**config.mk**
```make
export PLATFORM = sky130hd
export DESIGN_NAME = ahb_bus_mux
export DESIGN_NICKNAME = d
export VERILOG_FILES = /design/src/rtl/ahb_pkg.sv /design/src/rtl/ahb_default_slave.sv /design/src/rtl/ahb_bus_mux.sv
export SDC_FILE = /design/constraint.sdc
export NUM_CORES = 1
export LEC_CHECK = 0
export ABC_CLOCK_PERIOD_IN_PS = 3400
export CELL_PAD_IN_SITES_DETAIL_PLACEMENT = 0
export CELL_PAD_IN_SITES_GLOBAL_PLACEMENT = 2
export CORE_MARGIN = 4
export CORE_UTILIZATION = 10
export CTS_CLUSTER_DIAMETER = 40
export DETAILED_ROUTE_END_ITERATION = 10
export PLACE_DENSITY = 0.95
export SLEW_MARGIN = 20
export SYNTH_ARGS = -nofsm -noshare
export SYNTH_HDL_FRONTEND = slang
export SYNTH_HIERARCHICAL = 1
export SYNTH_SLANG_ARGS = --single-unit
```
**constraint.sdc**
```tcl
create_clock -name hclk -period 3.4 [get_ports hclk]
set_clock_uncertainty 0.1 [all_clocks]
set_input_delay 0.68 -clock hclk [delete_from_list [all_inputs] [get_ports hclk]]
set_output_delay 0.68 -clock hclk [all_outputs]
set_load 0.01 [all_outputs]
```
**src/rtl/ahb_pkg.sv**
```systemverilog
// Shared AHB-lite encodings for the two-master bus fabric: transfer types,
// responses, slave-select codes, data-phase owner and default-slave states.
package ahb_pkg;

  localparam logic [1:0] HTRANS_IDLE   = 2'b00;
  localparam logic [1:0] HTRANS_BUSY   = 2'b01;
  localparam logic [1:0] HTRANS_NONSEQ = 2'b10;
  localparam logic [1:0] HTRANS_SEQ    = 2'b11;

  localparam logic HRESP_OKAY  = 1'b0;
  localparam logic HRESP_ERROR = 1'b1;

  localparam logic [1:0] SEL_NONE = 2'b00;
  localparam logic [1:0] SEL_S0   = 2'b01;
  localparam logic [1:0] SEL_S1   = 2'b10;
  localparam logic [1:0] SEL_S2   = 2'b11;

  typedef enum logic [1:0] {OWN_NONE, OWN_M1, OWN_M2} owner_e;

  typedef enum logic [1:0] {DS_OK, DS_ERR1, DS_ERR2} ds_state_e;

  // Only NONSEQ and SEQ carry a real transfer; IDLE and BUSY get zero-wait OKAY.
  function automatic logic trans_active(input logic [1:0] htrans);
    return (htrans == HTRANS_NONSEQ) || (htrans == HTRANS_SEQ);
  endfunction

endpackage

```
**src/rtl/ahb_default_slave.sv**
```systemverilog
// Default slave: answers active transfers to unmapped space with the
// two-cycle ERROR response (wait+ERROR, then ready+ERROR).
module ahb_default_slave
  import ahb_pkg::*;
(
  input  logic       hclk,
  input  logic       hresetn,
  input  logic       hready_i,
  input  logic [1:0] htrans_i,
  input  logic       sel_none_i,
  output logic       hready_o,
  output logic       hresp_o
);

  ds_state_e state_q;
  ds_state_e state_d;
  logic      accept_err;

  assign accept_err = hready_i && trans_active(htrans_i) && sel_none_i;

  always_ff @(posedge hclk or negedge hresetn) begin
    if (!hresetn) begin
      state_q <= DS_OK;
    end else begin
      state_q <= state_d;
    end
  end

  always_comb begin
    state_d = state_q;
    case (state_q)
      DS_OK:   if (accept_err) state_d = DS_ERR1;
      DS_ERR1: state_d = DS_ERR2;
      DS_ERR2: state_d = accept_err ? DS_ERR1 : DS_OK;
      default: state_d = DS_OK;
    endcase
  end

  // Outputs depend on state only, so the global hready fed back in cannot loop.
  assign hready_o = (state_q != DS_ERR1);
  assign hresp_o  = (state_q == DS_OK) ? HRESP_OKAY : HRESP_ERROR;

endmodule

```
**src/rtl/ahb_bus_mux.sv**
```systemverilog
// Two-master AHB-lite bus mux: address phase follows the live grant, write
// data and the slave return path follow registered data-phase ownership.
module ahb_bus_mux
  import ahb_pkg::*;
#(
  parameter int AW = 32,
  parameter int DW = 32
) (
  input  logic          hclk,
  input  logic          hresetn,
  input  logic          hgrant_1,
  input  logic          hgrant_2,
  input  logic [1:0]    sel,
  input  logic [AW-1:0] haddr_1,
  input  logic [AW-1:0] haddr_2,
  input  logic [1:0]    htrans_1,
  input  logic [1:0]    htrans_2,
  input  logic          hwrite_1,
  input  logic          hwrite_2,
  input  logic [2:0]    hsize_1,
  input  logic [2:0]    hsize_2,
  input  logic [DW-1:0] hwdata_1,
  input  logic [DW-1:0] hwdata_2,
  output logic [AW-1:0] haddr,
  output logic [1:0]    htrans,
  output logic          hwrite,
  output logic [2:0]    hsize,
  output logic [DW-1:0] hwdata,
  output logic [2:0]    hsel,
  input  logic [DW-1:0] hrdata_s0,
  input  logic [DW-1:0] hrdata_s1,
  input  logic [DW-1:0] hrdata_s2,
  input  logic          hreadyout_s0,
  input  logic          hreadyout_s1,
  input  logic          hreadyout_s2,
  input  logic          hresp_s0,
  input  logic          hresp_s1,
  input  logic          hresp_s2,
  output logic [DW-1:0] hrdata,
  output logic          hready,
  output logic          hresp
);

  owner_e     addr_owner;
  owner_e     dp_owner_q;
  logic [1:0] dp_slave_q;
  logic       dp_active_q;
  logic       addr_active;
  logic       ds_hready;
  logic       ds_hresp;

  // Master 1 wins if the arbiter ever grants both.
  always_comb begin
    addr_owner = OWN_NONE;
    haddr      = '0;
    htrans     = HTRANS_IDLE;
    hwrite     = 1'b0;
    hsize      = 3'b000;
    if (hgrant_1) begin
      addr_owner = OWN_M1;
      haddr      = haddr_1;
      htrans     = htrans_1;
      hwrite     = hwrite_1;
      hsize      = hsize_1;
    end else if (hgrant_2) begin
      addr_owner = OWN_M2;
      haddr      = haddr_2;
      htrans     = htrans_2;
      hwrite     = hwrite_2;
      hsize      = hsize_2;
    end
  end

  assign addr_active = trans_active(htrans);

  for (genvar gi = 0; gi < 3; gi++) begin : g_hsel
    assign hsel[gi] = addr_active && (sel == 2'(gi + 1));
  end

  always_ff @(posedge hclk or negedge hresetn) begin
    if (!hresetn) begin
      dp_owner_q  <= OWN_NONE;
      dp_slave_q  <= SEL_NONE;
      dp_active_q <= 1'b0;
    end else if (hready) begin
      dp_owner_q  <= addr_owner;
      dp_slave_q  <= sel;
      dp_active_q <= addr_active;
    end
  end

  always_comb begin
    hwdata = '0;
    case (dp_owner_q)
      OWN_M1:  hwdata = hwdata_1;
      OWN_M2:  hwdata = hwdata_2;
      default: hwdata = '0;
    endcase
  end

  // Return path is steered by the registered slave, never the live select.
  always_comb begin
    hrdata = '0;
    hready = ds_hready;
    hresp  = ds_hresp;
    case (dp_slave_q)
      SEL_S0: begin
        hrdata = hrdata_s0;
        hready = hreadyout_s0;
        hresp  = hresp_s0;
      end
      SEL_S1: begin
        hrdata = hrdata_s1;
        hready = hreadyout_s1;
        hresp  = hresp_s1;
      end
      SEL_S2: begin
        hrdata = hrdata_s2;
        hready = hreadyout_s2;
        hresp  = hresp_s2;
      end
      default: begin
        hrdata = '0;
        hready = ds_hready;
        hresp  = ds_hresp;
      end
    endcase
  end

  ahb_default_slave u_default_slave (
    .hclk       (hclk),
    .hresetn    (hresetn),
    .hready_i   (hready),
    .htrans_i   (htrans),
    .sel_none_i (sel == SEL_NONE),
    .hready_o   (ds_hready),
    .hresp_o    (ds_hresp)
  );

  // dp_active_q records whether the current data phase is a real transfer.
  logic unused_dp_active;
  assign unused_dp_active = dp_active_q;

  a_single_grant : assert property (@(posedge hclk) disable iff (!hresetn)
                                    !(hgrant_1 && hgrant_2));

endmodule
```
==> metrics.md <==
| Metric | Value |
|---|---|
| Status | `completed` |
| WHS Endpoint | `u_default_slave/state_q[1]$_DFFE_PN0P_` |
| Post-CTS setup buffers | `0` |
| Compound-cell area share of the yosys netlist | `46.4%` |
| Mean post-synth cell area | `8.13 sq um` |
| Number of antenna violations at the first check in global routing | `0` |
| Most common cell after layout, fill and taps aside | `clkdlybuf4s50_1` |
| Slew headroom | `50.2%` |
| Gate Count Post-Synth | `228` |
| Final setup vio count | `0` |
| Largest net degree at the start of global routing | `37` |
| R2R Path End | `dp_slave_q[1]$_DFFE_PN0P_` |
| RSZ-0062 raised after global routing | `no` |
| Sequential area share after synthesis | `8.10%` |
| GRT Total Usage | `11.8%` |
| HPWL Detailed | `11.8 mm` |
| Simple-gate share of the synthesized area | `10.4%` |
| Post-route minimum period | `3230 ps` |
| # port buffers | `354` |
| CP max stage delay | `560 ps` |
| TritonCTS Sinks | `6` |
| Area Overhead vs Synth | `212%` |
| CTS root buf | `clkbuf_16` |
| CTS tree | `built` |
| Main combinational cell family by area after synthesis | `compound AO/OA/AOI/OAI gates` |
| Inserted Diodes | `0` |
| Drt pass-1 iters | `4` |
| Syn. warnings | `6` |
| First-pass GRT wire length | `18.9 mm` |
| Worst Hold Depth | `1` |
| Placer Congestion | `0.764` |
| Worst setup SP type | `input port` |
| Via Count | `3,219` |
| Routed WL | `13.9 mm` |
| # fillers | `1,887` |
| Clock-pin slew on the worst setup and hold paths | `40 ps` |
| Share of cells above drive strength 1 | `10.0%` |
| Commonest cells after routing, fill and taps aside | `clkdlybuf4s50_1 (354), a22o_1 (69), nor2_1 (33), mux2_2 (32), a22oi_1 (32)` |
| CP Cell Sequence | `clkdlybuf4s50_1 > nor2b_4 > a22o_1 > nor3b_1 > clkdlybuf4s50_1` |
| Period utilisation layout | `95.1%` |
| Final TNS setup | `0 ps` |
| Leakage | `0.00221 uW` |
| Register area | `150 sq um` |
| Critical path endpoint category | `output pin` |
| DRC Markers | `0` |
| VDD IR-drop max | `0.188 mV` |
| Max-slew violations | `0` |
| Core Box Area | `18,100 sq um` |
| Synthesized-area fraction occupied by adder cells | `1.35%` |
| Vias per cell | `4.03` |
| Min-Delay Path Class | `reg -> reg` |
| Syn Nets | `478` |
| ANT nets after route | `0` |
| Final Hold Fails | `0` |
| Post-synth cell types | `22` |
| CTS Buf Count | `3` |
| Worst path most repeated cell | `clkdlybuf4s50_1` |
| Drt initial violations | `138` |
| Max Clk Rate | `309 MHz` |
| FP Rows | `49` |
| Worst Tran Pin Value | `747 ps` |
| Placement Cell Area | `5710 sq um` |
| Flop-to-flop setup slack | `1440 ps` |
| Vias in the first global route | `3,413` |
| Htree depth | `1` |
| Cell Area, Synth | `1850 sq um` |
| Slowest CP cell | `clkdlybuf4s50_1` |
| Crit path kind | `in -> out` |
| Post-synthesis mux area share | `25.9%` |
| Worst-Skew Late Latency | `230 ps` |
| Clk buf depth | `2` |
| Final Net Count | `821` |
| Worst Path Required | `2620 ps` |
| Die W | `144 um` |
| Maximum fanout along the worst path | `5` |
| Die ar. | `20,800 sq um` |
| Crit path DAT | `2450 ps` |
| Critical R2R Launch | `dp_slave_q[1]$_DFFE_PN0P_` |
| Area of the multi-input gates | `1570 sq um` |
| Synth Register Bits | `6` |
| Cell area after layout | `5790 sq um` |
| Initial Utilization | `10.3%` |
| Max Cap Violations | `0` |
| Pwr per Cell Area | `391 nW/um^2` |
| # IOs | `355` |
| Overall overflow remaining after global route | `0` |
| Die H | `144 um` |
| HP Start | `u_default_slave/state_q[1]$_DFFE_PN0P_` |
| Mean routed wirelength per cell | `17.4 um` |
| XOR/XNOR share of the synthesized area | `0%` |
| FF-to-FF path depth | `4` |
-- final cells by class --
type,count,area share [%]
repair buffers,367,63.8
inverters,4,0.260
clock buffers,3,1.30
well taps,229,4.95
flip-flops and latches,6,2.60
multi-input cells,189,27.1
-- flip-flops by register name (all words and copies together) (netlist names) --
register / count
dp_owner_q: 2
dp_slave_q: 2
u_default_slave/state_q: 2
-- where the power goes --
part	leakage [uW]	total, uW	switching, uW	internal [uW]
logic	0.00210	1940	794	1150
clock network	0.0000370	200	48.4	152
registers	0.0000753	121	33.2	87.5
total	0.00221	2260	875	1390
-- critical path, delay by kind of cell --
family,cells,cell delay (ps)
buffers and inverters,2,1100
AND/OR/NAND/NOR,2,410
AO/OA/AOI/OAI,1,250
-- timing repair --
action                                  CTS  global route
gates resized for setup                   0             1
endpoints found under the setup margin    0             1
hold buffers                              0             0
hold endpoints to repair                  0             0
-- through the flow --
stage                     total power, uW  cells  setup slack (ps)  hold slack [ps]  util (%)
after floorplan                       990    228              1240              284         -
after global placement               2090    795               121              324      31.5
after detailed placement             2090    795               119              331      31.5
after CTS                            2300    798               112              337      32.0
after global routing                 2410    798              39.2              350      32.0
final                                2260    798               165              332      32.0
-- Yosys cell counts --
cell type | number | area [sq um]
mux2i_4 | 1 | 22.5
o21ai_0 | 1 | 5.00
nor2_1 | 33 | 124
inv_1 | 4 | 15.0
buf_2 | 12 | 60.1
and3_1 | 2 | 12.5
ha_1 | 2 | 25.0
dfrtp_1 | 6 | 150
nor3b_1 | 1 | 7.51
nand2b_1 | 1 | 6.26
a22o_1 | 69 | 604
a21oi_1 | 2 | 10.0
and4b_1 | 1 | 10.0
or2_1 | 1 | 6.26
buf_6 | 1 | 11.3
mux2_2 | 32 | 360
nand2_1 | 2 | 7.51
a22oi_1 | 32 | 240
mux2_4 | 5 | 75.1
nor2b_1 | 3 | 18.8
mux4_2 | 1 | 22.5
clkbuf_1 | 16 | 60.1
-- routing by layer --
| layer | global-route usage (%) | vias up | share of wire [%] |
|---|---|---|---|
| met2 | 21.1 | 159 | 51 |
| li1 | - | 1589 | - |
| met1 | 13.8 | 1463 | 39 |
| met4 | 3.04 | 0 | 1.6 |
| met3 | 3.60 | 8 | 8.1 |
| met5 | 0 | - | 0 |
-- worst max-delay path by stage --
stage	startpoint	to	slack, ps	cells past startpoint
2_1_floorplan	hgrant_2	hsel[0]	1240	3
3_3_place_gp	hgrant_1	hsel[0]	120	5
3_5_place_dp	hgrant_1	hsel[0]	120	5
4_1_cts	hgrant_1	hsel[0]	110	5
5_1_grt	hgrant_1	hsel[0]	40	5
6_report	hgrant_1	hsel[0]	170	5
-- cells by family (layout without fill, tap and decap cells) --
kind of cell | count (synthesis) | in the layout
AOI/OAI and AO/OA | 104 | 104
and+or+nand+nor | 44 | 44
DFF | 6 | 6
muxes | 39 | 39
adders and majority gates | 2 | 2
buffers and inverters | 33 | 374
(Power assumes the default switching activity.)
